===== src/rtl/fxp_div_pkg.sv =====
// rtl/fxp_div_pkg.sv - shared encodings and sign-magnitude helpers for fxp_div_seq
package fxp_div_pkg;

    localparam logic [1:0] S_IDLE = 2'd0;
    localparam logic [1:0] S_CALC = 2'd1;
    localparam logic [1:0] S_DONE = 2'd2;

    // Counter must reach N-1+Q, the final formatting step after the last quotient bit.
    function automatic int cnt_width(input int n, input int q);
        return $clog2(n + q);
    endfunction

    function automatic logic sm_sign(input logic [63:0] v, input int n);
        return v[n-1];
    endfunction

    function automatic logic [63:0] sm_mag(input logic [63:0] v, input int n);
        return v & ((64'd1 << (n - 1)) - 64'd1);
    endfunction

endpackage


===== src/rtl/fxp_div_seq.sv =====
// rtl/fxp_div_seq.sv - multi-cycle radix-2 restoring divider for sign-magnitude fixed point
module fxp_div_seq
    import fxp_div_pkg::*;
#(
    parameter int N        = 20,
    parameter int Q        = 15,
    parameter int SATURATE = 1,
    parameter int TAG_W    = 4
) (
    input  logic             i_clk,
    input  logic             i_rst,
    input  logic             i_valid,
    output logic             o_ready,
    input  logic [N-1:0]     i_dividend,
    input  logic [N-1:0]     i_divisor,
    input  logic [TAG_W-1:0] i_tag,
    output logic             o_valid,
    input  logic             i_ready,
    output logic [N-1:0]     o_quotient,
    output logic [TAG_W-1:0] o_tag,
    output logic             o_overflow,
    output logic             o_div_by_zero,
    output logic             o_busy
);

    localparam int M     = N - 1;
    localparam int ITER  = N - 1 + Q;
    localparam int CNT_W = cnt_width(N, Q);

    logic [1:0]       state;
    logic [1:0]       state_nxt;
    logic [ITER-1:0]  dq;
    logic [N-1:0]     rem;
    logic [M-1:0]     dvsr;
    logic [CNT_W-1:0] cnt;
    logic             sign;
    logic [TAG_W-1:0] tag_r;
    logic [N-1:0]     quot_r;
    logic             ovf_r;
    logic             dbz_r;

    logic             accept;
    logic             sign_in;
    logic [M-1:0]     mag_a;
    logic [M-1:0]     mag_b;
    logic             div_zero;
    logic             last_step;
    logic [N-1:0]     rem_sh;
    logic [N:0]       diff;
    logic             q_bit;
    logic [N-1:0]     rem_nxt;
    logic             ovf_calc;
    logic [M-1:0]     mag_out;

    assign o_ready       = (state == S_IDLE);
    assign o_busy        = (state != S_IDLE);
    assign o_valid       = (state == S_DONE);
    assign o_quotient    = quot_r;
    assign o_tag         = tag_r;
    assign o_overflow    = ovf_r;
    assign o_div_by_zero = dbz_r;

    assign accept    = i_valid && o_ready;
    assign sign_in   = sm_sign(64'(i_dividend), N) ^ sm_sign(64'(i_divisor), N);
    assign mag_a     = M'(sm_mag(64'(i_dividend), N));
    assign mag_b     = M'(sm_mag(64'(i_divisor), N));
    assign div_zero  = (mag_b == '0);
    assign last_step = (cnt == CNT_W'(ITER));

    // Restoring step: bring in the next dividend bit, keep the difference only if it did not borrow.
    assign rem_sh  = {rem[N-2:0], dq[ITER-1]};
    assign diff    = {1'b0, rem_sh} - {2'b00, dvsr};
    assign q_bit   = ~diff[N];
    assign rem_nxt = q_bit ? diff[N-1:0] : rem_sh;

    assign ovf_calc = |dq[ITER-1 -: Q];
    assign mag_out  = (ovf_calc && (SATURATE != 0)) ? '1 : dq[M-1:0];

    always_comb begin
        state_nxt = state;
        case (state)
            S_IDLE: if (accept) state_nxt = div_zero ? S_DONE : S_CALC;
            S_CALC: if (last_step) state_nxt = S_DONE;
            S_DONE: if (i_ready) state_nxt = S_IDLE;
            default: state_nxt = S_IDLE;
        endcase
    end

    always_ff @(posedge i_clk) begin
        if (i_rst) state <= S_IDLE;
        else       state <= state_nxt;
    end

    always_ff @(posedge i_clk) begin
        if (i_rst) begin
            dq     <= '0;
            rem    <= '0;
            dvsr   <= '0;
            cnt    <= '0;
            sign   <= 1'b0;
            tag_r  <= '0;
            quot_r <= '0;
            ovf_r  <= 1'b0;
            dbz_r  <= 1'b0;
        end else begin
            case (state)
                S_IDLE: begin
                    if (accept) begin
                        sign  <= sign_in;
                        dq    <= {mag_a, {Q{1'b0}}};
                        dvsr  <= mag_b;
                        rem   <= '0;
                        cnt   <= '0;
                        tag_r <= i_tag;
                        dbz_r <= div_zero;
                        ovf_r <= div_zero;
                        if (div_zero)
                            quot_r <= {sign_in, (SATURATE != 0) ? {M{1'b1}} : {M{1'b0}}};
                    end
                end
                S_CALC: begin
                    // One extra cycle after the last bit packs the result into the output registers.
                    if (last_step) begin
                        ovf_r  <= ovf_calc;
                        quot_r <= {sign, mag_out};
                    end else begin
                        dq  <= {dq[ITER-2:0], q_bit};
                        rem <= rem_nxt;
                        cnt <= cnt + 1'b1;
                    end
                end
                default: ;
            endcase
        end
    end

endmodule


===== config.mk =====
export PLATFORM = sky130hd
export DESIGN_NAME = fxp_div_seq
export DESIGN_NICKNAME = d
export VERILOG_FILES = /design/src/rtl/fxp_div_pkg.sv /design/src/rtl/fxp_div_seq.sv
export SDC_FILE = /design/constraint.sdc
export NUM_CORES = 1
export LEC_CHECK = 0
export CAP_MARGIN = 20
export CORE_UTILIZATION = 55
export DETAILED_ROUTE_END_ITERATION = 6
export PLACE_DENSITY = 0.86
export SYNTH_ARGS = -nofsm -noshare
export SYNTH_HDL_FRONTEND = slang
export SYNTH_SLANG_ARGS = --single-unit

===== constraint.sdc =====
create_clock -name i_clk -period 3.4 [get_ports i_clk]
set_input_delay 0.68 -clock i_clk [delete_from_list [all_inputs] [get_ports i_clk]]
set_output_delay 0.68 -clock i_clk [all_outputs]
set_load 0.005 [all_outputs]

==> reports/qor.csv <==
metric;value;unit
Leak;2.431;nW
critical path capture point type;register;
normalized max-slew margin;46.81;%
top cells by area, synth;dfxtp_1 (41%), nand2_1 (9.2%), a21oi_1 (5.4%);
Final Power;4.986;mW
final WL;13190;um
vias in the first global route;4799;
cell row count;35;
Post-CTS Setup Bufs;0;
post-DP HPWL;9559;um
Ports;77;
Post-CTS Hold Buffers;0;
RSZ-0062 raised after global routing;no;
worst-skew pair later-pin latency;0.38;ns
Slew @ Worst Pin;0.7971;ns
ys async rst share;0;%
Chip Height;100.0;um
Post-DRT Antenna Nets;0;
fill count;791;
First DRT Iteration DRCs;312;
WL/cell;15.18;um
root buf cell;clkbuf_8;
r2r setup slk;0.49;ns
most frequent standard cell in the layout excluding fill and tap cells;nand2_1;
global route overflow;0;
Nets;805;
CP Max Fanout;18;
Yosys cell types;57;
initial antenna violation count;0;
vias per cell;5.914;
r2r endpoint;rem[18]$_SDFFE_PP0P_;
CP cell instances;inv_1 > ha_1 > inv_1 > fa_1 > a211oi_2 > o21a_2 > nand2_1 > a41o_1 > a21o_1 > o21a_1 > a32o_1;
status;completed;
Maximum Capacitance Violations;0;
Pins Over Slew Limit;0;
critical path's slowest cell;fa_1;
most frequent cells in the layout;nand2_1 (130), dfxtp_1 (107), clkdlybuf4s50_1 (75);
crit share post-route;85.53;%
Total GRT Usage;27.22;%
type of the worst setup path;register to register;
CTS Buf Count;9;
Critical Path Max Stage Delay;0.43;ns
Placer Congestion;0.8948;
#FFs+latches synth;107;
worst hold slack;0.4586;ns
Hold Fails Final Rpt;0;
area growth from synthesis to layout;19.37;%
Seq pwr share;31.2;%
Period minus WS final;2.908;ns
Max Fclk;0.3439;GHz
clk slew on worst S/H paths;0.10;ns
Remaining DRCs;0;
core footprint;9284;um^2
H-Tree Depth;3;
clk sinks;107;
CTS tree;yes;
post-synthesis cell area;5284;um^2
clock skew;0.01539;ns
Final setup viols;0;
Yosys top cell by area;dfxtp_1;
first-pass GRT wire length;21990;um
DR vias;5139;
top cell type's share of synthesized area;40.54;%
CP Launch Type;register;
hold path depth;2;
switching share of power;44.69;%
Avg Cell Area, Syn;7.816;um^2
Net Count, Synth;746;
reg-to-reg critical path startpoint;dq[33]$_SDFFE_PP0P_;
Max clock buf depth;2;
WHS Endpoint;dvsr[14]$_SDFFE_PP0P_;
largest net degree at the start of global routing;59;
Pwr Density;790.6;nW/um^2
Comb pwr share;54.2;%
WP data arrival;3.18;ns
layout cells sized above 1;6.081;%
yosys warns;0;
EDFF count, synth;0;
most used cell, CP;inv_1;
width of the die;100.0;um
Fin Setup TNS;0;ns
cell family with most CP delay;compound AO/OA/AOI/OAI gates;
drt pass-1 iters;5;
Post-Syn Instances;676;
Die ar.;10000;um^2
initial core utilization;56.91;%
n_diodes;0;
net switching power;2.229;mW
peak supply drop;0.7800;mV
CP required;3.67;ns
CTS resizes;0;
Top FF cell, synth;dfxtp_1;
clock share of power;14.6;%
hold crit path type;register to register;
sequential share of the synthesized area;40.54;%
worst-case reg-to-reg path depth;11;
Power Internal;2.758;mW
CP bufs+invs;2;
port bufs;76;
critical hold path startpoint;dvsr[14]$_SDFFE_PP0P_;
## sequential cells by signal, summed over array words and instances (netlist names)
register,cells
dvsr,19
state,2
o_quotient,20
o_overflow,1
o_div_by_zero,1
o_tag,4
cnt,6
dq,34
sign,1
rem,19
## synthesized netlist by cell type (all sizes together), types with 5 or more instances
library cell	number
nand2	132
dfxtp	107
nor2	74
a21oi	61
nand3	43
clkbuf	29
inv	26
a211oi	23
ha	21
o21ai	19
a311oi	16
buf	13
xnor2	10
nor4	9
nand4	8
a21o	7
a32oi	7
nand2b	7
xor2	7
a31oi	6
nor3	6
a22oi	5
nor2b	5
## stage by stage
stage / worst slack, ns / std cells / instance area [um^2] / util, %
floorplan: 0.9209 / 676 / 5284 / -
global placement: 0.6185 / 853 / 6132 / 66.05
detailed placement: 0.4990 / 853 / 6132 / 66.05
CTS: 0.5184 / 869 / 6307 / 67.94
global route: 0.3329 / 869 / 6307 / 67.94
finish: 0.4920 / 869 / 6307 / 67.94
## worst max-delay path by stage
stage | startpoint | endpoint | slack, ns | cells after the start
global placement | i_divisor[2] | o_quotient[19]$_SDFFE_PP0P_ | 0.62 | 8
CTS | dq[33]$_SDFFE_PP0P_ | rem[18]$_SDFFE_PP0P_ | 0.52 | 11
floorplan | dq[33]$_SDFFE_PP0P_ | rem[18]$_SDFFE_PP0P_ | 0.92 | 12
global route | dq[33]$_SDFFE_PP0P_ | rem[18]$_SDFFE_PP0P_ | 0.33 | 11
detailed placement | i_divisor[2] | o_quotient[10]$_SDFFE_PP0P_ | 0.50 | 8
finish | dq[33]$_SDFFE_PP0P_ | rem[18]$_SDFFE_PP0P_ | 0.49 | 11
## metal layers
layer	vias to the layer above	track usage [%]	part of all wire, %
met5	-	0	0
met4	0	12.15	3.7
met3	44	3.830	4.8
met2	170	46.15	48
met1	2428	34.56	43
li1	2497	-	-
## worst min-delay path: cells and delay by family (launching register included)
family / cells / cell delay, ns
and+or+nand+nor: 1 / 0.05
DFF: 1 / 0.32
AOI/OAI and AO/OA: 1 / 0.05
## final cells by class
| cell class | count | area (um^2) | area share, % |
|---|---|---|---|
| flip-flops and latches | 107 | 2142 | 33.96 |
| well taps | 129 | 161.4 | 2.559 |
| repair buffers | 90 | 860.8 | 13.65 |
| clock inverters | 6 | 47.55 | 0.7538 |
| inverters | 26 | 97.59 | 1.547 |
| multi-input cells | 501 | 2870 | 45.51 |
| clock buffers | 10 | 127.6 | 2.023 |
## logic make-up after synthesis
family                   count (synthesis)  synth area share, %
AND/OR/NAND/NOR                        293                24.41
buffers and inverters                   68                5.186
XOR/XNOR                                17                2.818
AO/OA/AOI/OAI                          166                21.12
multiplexers                             3               0.5683
flip-flops                             107                40.54
adder cells (fa/ha/maj)                 22                5.352
## power groups by stage
stage | Sequential (mW) | Combinational (mW) | Clock [mW]
finish | 1.56 | 2.70 | 0.727
global placement | 1.57 | 2.54 | 0
floorplan | 1.54 | 2.11 | 0
detailed placement | 1.58 | 2.62 | 0
global route | 1.57 | 2.94 | 0.787
CTS | 1.55 | 2.63 | 0.732
(Power assumes the default switching activity.)
